<file path="src/rtl/cvt12_cfu_if.sv">
// CFU-L2 request/response bus plus the forwarded CFU-L1 subordinate port.
// slave  : the adapter side (takes L2 requests, drives the L1 target).
// master : the side that issues L2 requests and models the L1 target.
// Field widths come from the CFU parameters; zero-width fields collapse
// to a single bit so that every port remains legal.
interface cvt12_cfu_if #(
  parameter int CFU_N_CFUS    = 1,
  parameter int CFU_FUNC_ID_W = 0,
  parameter int CFU_INSN_W    = 0,
  parameter int CFU_DATA_W    = 32
);
  localparam int CFU_ID_W = (CFU_N_CFUS > 1) ? $clog2(CFU_N_CFUS) : 1;
  localparam int STATE_W  = 1;
  localparam int FUNC_W   = (CFU_FUNC_ID_W > 0) ? CFU_FUNC_ID_W : 1;
  localparam int INSN_W   = (CFU_INSN_W > 0) ? CFU_INSN_W : 1;
  localparam int STATUS_W = 3;

  // L2 request
  logic                  req_valid;
  logic                  req_ready;
  logic [CFU_ID_W-1:0]   req_cfu;
  logic [STATE_W-1:0]    req_state;
  logic [FUNC_W-1:0]     req_func;
  logic [INSN_W-1:0]     req_insn;
  logic [CFU_DATA_W-1:0] req_data0;
  logic [CFU_DATA_W-1:0] req_data1;
  // L2 response
  logic                  resp_valid;
  logic                  resp_ready;
  logic [STATUS_W-1:0]   resp_status;
  logic [CFU_DATA_W-1:0] resp_data;
  // L1 subordinate
  logic                  t_req_valid;
  logic [CFU_ID_W-1:0]   t_req_cfu;
  logic [FUNC_W-1:0]     t_req_func;
  logic [CFU_DATA_W-1:0] t_req_data0;
  logic [CFU_DATA_W-1:0] t_req_data1;
  logic                  t_resp_valid;
  logic [STATUS_W-1:0]   t_resp_status;
  logic [CFU_DATA_W-1:0] t_resp_data;

  modport slave (
    input  req_valid, req_cfu, req_state, req_func, req_insn, req_data0, req_data1,
    output req_ready,
    output resp_valid, resp_status, resp_data,
    input  resp_ready,
    output t_req_valid, t_req_cfu, t_req_func, t_req_data0, t_req_data1,
    input  t_resp_valid, t_resp_status, t_resp_data
  );

  modport master (
    output req_valid, req_cfu, req_state, req_func, req_insn, req_data0, req_data1,
    input  req_ready,
    input  resp_valid, resp_status, resp_data,
    output resp_ready,
    input  t_req_valid, t_req_cfu, t_req_func, t_req_data0, t_req_data1,
    output t_resp_valid, t_resp_status, t_resp_data
  );
endinterface

</file>
<file path="src/rtl/cvt12_cfu.sv">
// cvt12_cfu: CFU-L2 front end for a fixed-latency pipelined CFU-L1 target.
// Requests are forwarded to the target as soon as a credit is available;
// target responses land in a FIFO_DEPTH-entry queue drained under L2
// resp_ready. A credit counter (in-flight + queued) guarantees the queue
// never overflows, because the L1 target cannot be stalled.
// Ports:
//   clk, rst   clock, synchronous active-high reset
//   clk_en     clock enable shared with the target; low freezes all state
//   bus        cvt12_cfu_if.slave: L2 req/resp and forwarded L1 target port
module cvt12_cfu #(
  parameter int CFU_N_CFUS    = 1,
  parameter int CFU_N_STATES  = 0,
  parameter int CFU_FUNC_ID_W = 0,
  parameter int CFU_INSN_W    = 0,
  parameter int CFU_DATA_W    = 32,
  parameter int CFU_LATENCY   = 1,
  parameter int FIFO_DEPTH    = 4
) (
  input  logic        clk,
  input  logic        rst,
  input  logic        clk_en,
  cvt12_cfu_if.slave  bus
);
  localparam int STATUS_W = 3;
  localparam int CNT_W    = $clog2(FIFO_DEPTH + 1);
  localparam int PTR_W    = (FIFO_DEPTH > 1) ? $clog2(FIFO_DEPTH) : 1;
  localparam logic [CNT_W-1:0] DEPTH_C  = CNT_W'(FIFO_DEPTH);
  localparam logic [PTR_W-1:0] LAST_PTR = PTR_W'(FIFO_DEPTH - 1);

  if (CFU_N_STATES != 0) begin : g_bad_states
    $error("cvt12_cfu: CFU_N_STATES must be 0");
  end
  if (FIFO_DEPTH < 1) begin : g_bad_depth
    $error("cvt12_cfu: FIFO_DEPTH must be >= 1");
  end
  if (CFU_LATENCY < 0) begin : g_bad_lat
    $error("cvt12_cfu: CFU_LATENCY must be >= 0");
  end

  typedef struct packed {
    logic [STATUS_W-1:0]   status;
    logic [CFU_DATA_W-1:0] data;
  } entry_t;

  logic [CNT_W-1:0] cnt;   // credits in use: in flight + queued
  logic [CNT_W-1:0] occ;   // queue occupancy
  logic [PTR_W-1:0] rd_ptr, wr_ptr;
  entry_t           mem [FIFO_DEPTH];
  logic             accept, push, pop;

  // Wrap explicitly so non-power-of-2 depths stay in range.
  function automatic logic [PTR_W-1:0] next_ptr(input logic [PTR_W-1:0] p);
    return (p == LAST_PTR) ? '0 : p + PTR_W'(1);
  endfunction

  // req_ready sees only registered cnt, rst and clk_en: no path from resp_ready.
  assign bus.req_ready   = !rst && clk_en && (cnt < DEPTH_C);
  assign accept          = bus.req_valid && bus.req_ready;

  assign bus.t_req_valid = accept;
  assign bus.t_req_cfu   = bus.req_cfu;
  assign bus.t_req_func  = bus.req_func;
  assign bus.t_req_data0 = bus.req_data0;
  assign bus.t_req_data1 = bus.req_data1;

  // Gated by rst so that nothing queued is visible during the reset cycle.
  assign bus.resp_valid  = !rst && (occ != '0);
  assign bus.resp_status = mem[rd_ptr].status;
  assign bus.resp_data   = mem[rd_ptr].data;

  assign push = bus.t_resp_valid && clk_en;
  assign pop  = bus.resp_valid && bus.resp_ready && clk_en;

  always_ff @(posedge clk) begin
    if (rst) begin
      cnt    <= '0;
      occ    <= '0;
      rd_ptr <= '0;
      wr_ptr <= '0;
    end else begin
      if (accept && !pop)      cnt <= cnt + CNT_W'(1);
      else if (!accept && pop) cnt <= cnt - CNT_W'(1);
      if (push && !pop)        occ <= occ + CNT_W'(1);
      else if (!push && pop)   occ <= occ - CNT_W'(1);
      if (push) wr_ptr <= next_ptr(wr_ptr);
      if (pop)  rd_ptr <= next_ptr(rd_ptr);
    end
  end

  // Storage is deliberately not reset; occupancy alone decides validity.
  always_ff @(posedge clk) begin
    if (push) mem[wr_ptr] <= '{status: bus.t_resp_status, data: bus.t_resp_data};
  end

  // Shadow of the target pipeline: vld_pipe[k] is an accept from k cycles ago.
  logic [CFU_LATENCY:0] vld_pipe;
  if (CFU_LATENCY > 0) begin : g_shadow
    logic [CFU_LATENCY-1:0] sh_q;
    assign vld_pipe = {sh_q, bus.t_req_valid};
    always_ff @(posedge clk) begin
      if (rst)         sh_q <= '0;
      else if (clk_en) sh_q <= vld_pipe[CFU_LATENCY-1:0];
    end
  end else begin : g_no_shadow
    assign vld_pipe = bus.t_req_valid;
  end

  logic unused_ok;
  assign unused_ok = ^{bus.req_state, bus.req_insn};

`ifndef SYNTHESIS
  always_ff @(posedge clk) begin
    if (!rst)
      assert (bus.t_resp_valid == vld_pipe[CFU_LATENCY])
        else $error("cvt12_cfu: target response does not match CFU_LATENCY");
  end
`endif
endmodule
</file>
<file path="src/flat_wrapper.sv">
// flat-port wrapper written by rule: the top's interface ports become plain ports
module cvt12_cfu_flat 
#(
  parameter int CFU_N_CFUS    = 1,
  parameter int CFU_N_STATES  = 0,
  parameter int CFU_FUNC_ID_W = 0,
  parameter int CFU_INSN_W    = 0,
  parameter int CFU_DATA_W    = 32,
  parameter int CFU_LATENCY   = 1,
  parameter int FIFO_DEPTH    = 4
)
  (clk, rst, clk_en, bus_req_valid, bus_req_cfu, bus_req_state, bus_req_func, bus_req_insn, bus_req_data0, bus_req_data1, bus_req_ready, bus_resp_valid, bus_resp_status, bus_resp_data, bus_resp_ready, bus_t_req_valid, bus_t_req_cfu, bus_t_req_func, bus_t_req_data0, bus_t_req_data1, bus_t_resp_valid, bus_t_resp_status, bus_t_resp_data);
  cvt12_cfu_if #(.CFU_N_CFUS(CFU_N_CFUS), .CFU_FUNC_ID_W(CFU_FUNC_ID_W), .CFU_INSN_W(CFU_INSN_W), .CFU_DATA_W(CFU_DATA_W)) bus_i ();
  input  logic clk;
  input  logic rst;
  input  logic clk_en;
  input wire logic [$bits(bus_i.req_valid)-1:0] bus_req_valid;
  input wire logic [$bits(bus_i.req_cfu)-1:0] bus_req_cfu;
  input wire logic [$bits(bus_i.req_state)-1:0] bus_req_state;
  input wire logic [$bits(bus_i.req_func)-1:0] bus_req_func;
  input wire logic [$bits(bus_i.req_insn)-1:0] bus_req_insn;
  input wire logic [$bits(bus_i.req_data0)-1:0] bus_req_data0;
  input wire logic [$bits(bus_i.req_data1)-1:0] bus_req_data1;
  output wire logic [$bits(bus_i.req_ready)-1:0] bus_req_ready;
  output wire logic [$bits(bus_i.resp_valid)-1:0] bus_resp_valid;
  output wire logic [$bits(bus_i.resp_status)-1:0] bus_resp_status;
  output wire logic [$bits(bus_i.resp_data)-1:0] bus_resp_data;
  input wire logic [$bits(bus_i.resp_ready)-1:0] bus_resp_ready;
  output wire logic [$bits(bus_i.t_req_valid)-1:0] bus_t_req_valid;
  output wire logic [$bits(bus_i.t_req_cfu)-1:0] bus_t_req_cfu;
  output wire logic [$bits(bus_i.t_req_func)-1:0] bus_t_req_func;
  output wire logic [$bits(bus_i.t_req_data0)-1:0] bus_t_req_data0;
  output wire logic [$bits(bus_i.t_req_data1)-1:0] bus_t_req_data1;
  input wire logic [$bits(bus_i.t_resp_valid)-1:0] bus_t_resp_valid;
  input wire logic [$bits(bus_i.t_resp_status)-1:0] bus_t_resp_status;
  input wire logic [$bits(bus_i.t_resp_data)-1:0] bus_t_resp_data;
  assign bus_i.req_valid = bus_req_valid;
  assign bus_i.req_cfu = bus_req_cfu;
  assign bus_i.req_state = bus_req_state;
  assign bus_i.req_func = bus_req_func;
  assign bus_i.req_insn = bus_req_insn;
  assign bus_i.req_data0 = bus_req_data0;
  assign bus_i.req_data1 = bus_req_data1;
  assign bus_req_ready = bus_i.req_ready;
  assign bus_resp_valid = bus_i.resp_valid;
  assign bus_resp_status = bus_i.resp_status;
  assign bus_resp_data = bus_i.resp_data;
  assign bus_i.resp_ready = bus_resp_ready;
  assign bus_t_req_valid = bus_i.t_req_valid;
  assign bus_t_req_cfu = bus_i.t_req_cfu;
  assign bus_t_req_func = bus_i.t_req_func;
  assign bus_t_req_data0 = bus_i.t_req_data0;
  assign bus_t_req_data1 = bus_i.t_req_data1;
  assign bus_i.t_resp_valid = bus_t_resp_valid;
  assign bus_i.t_resp_status = bus_t_resp_status;
  assign bus_i.t_resp_data = bus_t_resp_data;
  cvt12_cfu #(.CFU_N_CFUS(CFU_N_CFUS), .CFU_N_STATES(CFU_N_STATES), .CFU_FUNC_ID_W(CFU_FUNC_ID_W), .CFU_INSN_W(CFU_INSN_W), .CFU_DATA_W(CFU_DATA_W), .CFU_LATENCY(CFU_LATENCY), .FIFO_DEPTH(FIFO_DEPTH)) u_core (.clk(clk), .rst(rst), .clk_en(clk_en), .bus(bus_i));
endmodule
</file>
<file path="config.mk">
export PLATFORM = sky130hd
export DESIGN_NAME = cvt12_cfu_flat
export DESIGN_NICKNAME = d
export VERILOG_FILES = /design/src/rtl/cvt12_cfu_if.sv /design/src/rtl/cvt12_cfu.sv /design/src/flat_wrapper.sv
export SDC_FILE = /design/constraint.sdc
export NUM_CORES = 1
export LEC_CHECK = 0
export ABC_AREA = 1
export CAP_MARGIN = 25
export CORE_UTILIZATION = 46
export CTS_BUF_LIST = sky130_fd_sc_hd__clkbuf_8 sky130_fd_sc_hd__clkbuf_16
export DETAILED_ROUTE_END_ITERATION = 7
export GPL_TIMING_DRIVEN = 1
export PLACE_DENSITY = 0.81
export SYNTH_ARGS = -nofsm -noshare
export SYNTH_HDL_FRONTEND = slang
export SYNTH_SLANG_ARGS = --single-unit
export TNS_END_PERCENT = 100
</file>
<file path="constraint.sdc">
create_clock -name clk -period 3.7 [get_ports clk]
set_clock_uncertainty 0.05 [all_clocks]
set_input_delay 0.74 -clock clk [delete_from_list [all_inputs] [get_ports clk]]
set_output_delay 0.74 -clock clk [all_outputs]
set_load 0.01 [all_outputs]
</file>
Yosys cells after proc, flatten, opt, wreduce, memory -nomap -nowiden
Memories as Yosys holds them, arrays and structs flattened. A register that Yosys moved wholly into a read port is not among the register bits.
Cells that the tools add are included.
{ "word_totals": {"regBits": 10, "latchBits": 0, "ramBits": 140, "rom_bits": 0, "in_bits": 109, "out_inout_bits": 104, "wordCells": 42, "mem_count": 1} }
{ "mem_list": {"columns": ["name", "depth", "word_bits", "rd", "rd_ports_with_merged_regs", "wr", "line", "source"], "rows": [
  ["u_core.mem", 4, 35, 1, 1, 1, "cvt12_cfu.sv:48", "entry_t mem [FIFO_DEPTH];"]
]} }
{ "classes": {"addsub": 6, "mul": 0, "div_mod_pow": 0, "n_lt_le_gt_ge": 1, "n_eq_ne": 2, "shift": 0, "n_mux": 10, "bitwise": 0, "n_reduce_logical": 18} }
{ "op_table": {"columns": ["cell", "count"], "rows": [
  ["2-to-1 mux 3 bit", 4],
  ["logical AND 1 bit", 11],
  ["2-to-1 mux 2 bit", 4],
  ["adder 3 x 1 -> 3 bit (second input constant)", 2],
  ["subtractor 3 x 1 -> 3 bit (second input constant)", 2],
  ["adder 2 x 1 -> 2 bit (second input constant)", 2],
  ["== test 2 bit (second input constant)", 2],
  ["logical NOT 1 bit", 4],
  ["nonzero test 2 bit", 2],
  ["less-than comparator 3 bit (second input constant)", 1],
  ["nonzero test 3 bit", 1],
  ["2-to-1 mux 1 bit", 2]
]} }

Logic depth before layout (Yosys ltp)
{ "logic_depth": {"word_depth": 8, "mapped_depth": 13, "mapped_depth_nobuf": 12} }

Worst setup path after synthesis
Ideal clock, no wire load.
{ "synth_timing": {"kind": "input-to-reg", "start": "in bus_t_resp_valid", "end": "mem u_core.mem[0][0] in the netlist's numbering (enable)", "setup_ns": 0.427, "t_arrival_ns": 2.391, "required_time_ns": 3.223, "slack_ns": 0.832, "path_stages": 2, "path_buffers": 0, "cell_sequence": "nand2_1 nor2_1"} }
{ "synth_between": {"elab_chain_cells": 3} }
{ "synth_lines": {"columns": ["element", "line", "source"], "rows": [
  ["start: declaration", "flat_wrapper.sv:34", "input wire logic [$bits(bus_i.t_resp_valid)-1:0] bus_t_resp_valid;"],
  ["logical AND 1 bit", "cvt12_cfu.sv:71", "assign push = bus.t_resp_valid && clk_en;"],
  ["2-to-1 mux 1 bit", "cvt12_cfu.sv:92", "if (push) mem[wr_ptr] <= '{status: bus.t_resp_status, data: bus.t_resp_data};"],
  ["2-to-1 mux 1 bit (implied by the code)", "cvt12_cfu.sv:92", null],
  ["end: declaration", "cvt12_cfu.sv:48", null]
]} }
No other way between the ends.

Worst setup path in the final report
{ "layout_timing": {"start": "in rst", "end": "out bus_t_req_valid"} }
{ "layout_between": {"elab_chain_cells": 4} }
{ "layout_lines": {"columns": ["element", "line", "source"], "rows": [
  ["start: declaration", "flat_wrapper.sv:15", "input logic rst;"],
  ["logical NOT 1 bit", "cvt12_cfu.sv:57", "assign bus.req_ready = !rst && clk_en && (cnt < DEPTH_C);"],
  ["logical AND 1 bit (2 in a row)", "cvt12_cfu.sv:57", null],
  ["logical AND 1 bit", "cvt12_cfu.sv:58", "assign accept = bus.req_valid && bus.req_ready;"],
  ["end: declaration", "flat_wrapper.sv:29", "output wire logic [$bits(bus_i.t_req_valid)-1:0] bus_t_req_valid;"]
]} }
No other way between the ends.

==> impl_metrics.json <==
{
  "layout.nets": 628,
  "hold_path_class": "reg2reg",
  "clockBufferDepth": 2,
  "worstSetupEndpointType": "output port",
  "io_buffers": 78,
  "cts_buffers": 17,
  "drive_gt1_frac": 0.0862,
  "synth_area_per_cell_um2": 12.8,
  "slowest_stage": "clkdlybuf4s50_1",
  "htreeDepth": 4,
  "layout_commonest_cell": "edfxtp_1",
  "slew_headroom": 0.553,
  "grt_pass1_vias": 3741,
  "cp-start-kind": "primary input",
  "drc_errors": 0,
  "p_int_mw": 3.19,
  "vdd_drop_max_uv": 255,
  "power_density_nw_per_um2": 541,
  "cts_sinks": 152,
  "vias_per_cell": 5.45,
  "yosysWarnings": 0,
  "arrival_ns": 2.44,
  "rsz0062_at_grt": "no",
  "crit_fanout": 11,
  "coreArea_um2": 13300,
  "setup_viol": 0,
  "synth_nets": 611,
  "swShare": 0.204,
  "wl_per_cell_um": 20.3,
  "grt-ovfl-total": 0,
  "fin_hold_ws_ns": 0.446,
  "synthDistinctLibCells": 19,
  "drv_cap": 0,
  "cpLargestDelayFamily": "buffers and inverters",
  "path_clk_slew_ns": 0.06,
  "finalWeightedCongestion": 0.767,
  "required_ns": 2.91,
  "critical_path_class": "in2out",
  "fillers": 1091,
  "pwr-share-seq": 0.485,
  "cp_common_cell": "clkdlybuf4s50_1",
  "max_stage_delay_ns": 0.59,
  "yosys_register_bits": 152,
  "clockRootBuffer": "clkbuf_16",
  "crit_buf_inv": 3,
  "multi_input_area_um2": 1200,
  "clkPwrFrac": 0.439,
  "core.rowCount": 42,
  "synth.yosys.seq_area_share": 0.703,
  "drtPass1Iterations": 4,
  "postSynthCellCount": 493,
  "period_share": 0.873,
  "layout_common_cells": "edfxtp_1 (140), nor2_1 (83), clkdlybuf4s50_1 (78), o21ai_0 (54), o22ai_1 (35)",
  "diodes": 0,
  "power_frac_comb": 0.076,
  "drt_wl_total_um": 14200,
  "die_h_um": 119,
  "hold_buffers": 0,
  "cts_setup_buffers": 0,
  "cts_tree": "yes",
  "dieArea_um2": 14200,
  "setup_tns_ns": 0,
  "grt_max_degree": 71,
  "slew_violations": 0,
  "worstMarginPinSlew_ns": 0.671,
  "post_cts_resized": 0,
  "die_w_um": 119,
  "start_util": 0.474,
  "grt_pass1_wl_um": 20900,
  "power_leakage_nw": 2.56,
  "hpwl_um": 9260,
  "p_sw_mw": 0.814,
  "ios": 213,
  "outcome": "complete, no violations",
  "worstHoldPathCells": 2,
  "regArea_um2": 4450,
  "antenna_left": 0,
  "area_delta_synth_final_pct": 16.9,
  "r2r_cells": 12,
  "cp.depth": 5,
  "timing.fmax_mhz": 310,
  "clkLatencyLatePin_ns": 0.41,
  "antenna_found_initial": 0,
  "r2r_slack_ns": 1.78,
  "hold_viol": 0,
  "layout_min_cycle_time_ns": 3.23,
  "drt_iter0_drc": 215,
  "grt_usage": 0.202,
  "num_vias": 3804,
  "crit_chain": "clkdlybuf4s50_1 -> inv_1 -> nand2_1 -> nor3b_1 -> clkdlybuf4s50_1",
  "syn_area_um2": 6320
}
[through the flow]
step / std cells / setup WS (ns) / area, um^2 / util / power (mW)
after global placement: 667 / 0.518 / 6780 / 0.508 / 2.26
after global routing: 698 / 0.327 / 7390 / 0.554 / 4.12
after detailed placement: 667 / 0.468 / 6780 / 0.508 / 2.28
after floorplan: 493 / 0.832 / 6320 / - / 2.18
final: 698 / 0.471 / 7390 / 0.554 / 4.00
after CTS: 698 / 0.441 / 7390 / 0.554 / 4.02
[flip-flops by register name (all words and copies together) (netlist names), named ones only]
register,count
u_core.mem,140
u_core.wr_ptr,2
u_core.occ,3
u_core.rd_ptr,2
u_core.cnt,3
[power groups by stage]
stage / registers (mW) / logic [mW] / clock network (mW)
floorplan: 1.97 / 0.210 / 0
detailed placement: 1.98 / 0.303 / 0
CTS: 1.94 / 0.304 / 1.77
global placement: 1.97 / 0.288 / 0
global route: 1.94 / 0.331 / 1.84
finish: 1.94 / 0.303 / 1.76
[cells in the mapped netlist]
cell      number  area [um^2]
nand2_1       15         56.3
buf_4         74          556
ha_1           7         87.6
buf_6          1         11.3
a211oi_1       1         7.51
edfxtp_1     140         4200
a21oi_1        5         25.0
inv_4          1         6.26
o21ai_0       54          270
buf_2         13         65.1
nand3_1        5         25.0
inv_2          1         3.75
nor2_1        87          327
o21ai_1       21          105
fa_1           2         40.0
inv_1         18         67.6
nor3b_1        1         7.51
o22ai_1       35          219
dfxtp_1       12          240
[layout make-up]
type / instances / share of cell area
Tap cell: 176 / 0.0298
Inverter: 20 / 0.0105
Clock inverter: 14 / 0.0247
Multi-Input combinational cell: 233 / 0.162
Timing Repair Buffer: 86 / 0.114
Sequential cell: 152 / 0.601
Clock buffer: 17 / 0.0575
[logic make-up (layout without fill, tap and decap cells)]
| family | Yosys count | in the layout | share of synthesized area |
|---|---|---|---|
| adders and majority gates | 9 | 9 | 0.0202 |
| and+or+nand+nor | 108 | 108 | 0.0657 |
| buffers and inverters | 108 | 137 | 0.112 |
| DFF | 152 | 152 | 0.703 |
| AOI/OAI and AO/OA | 116 | 116 | 0.0991 |
[path summary, 6_finish.rpt]
check,from,to
max reg2reg,u_core.occ[0],u_core.occ[2]
max,rst,bus_t_req_valid
min reg2reg,u_core.rd_ptr[1],u_core.rd_ptr[1]
min,u_core.rd_ptr[1],u_core.rd_ptr[1]
[routing by layer]
layer  routed length [um]  share of wire  track usage
met2                 7640           0.54        0.364
met3                 1570           0.11       0.0824
met1                 4640           0.33        0.200
met5                    0              0            0
met4                  307          0.022       0.0949
[worst min-delay path, cell delays in order, from the launching register on]
cell and delay, ns:
dfxtp_1 0.31, nand3_1 0.07, nand2_1 0.06
Note: power is estimated with default switching activity, not from simulation.
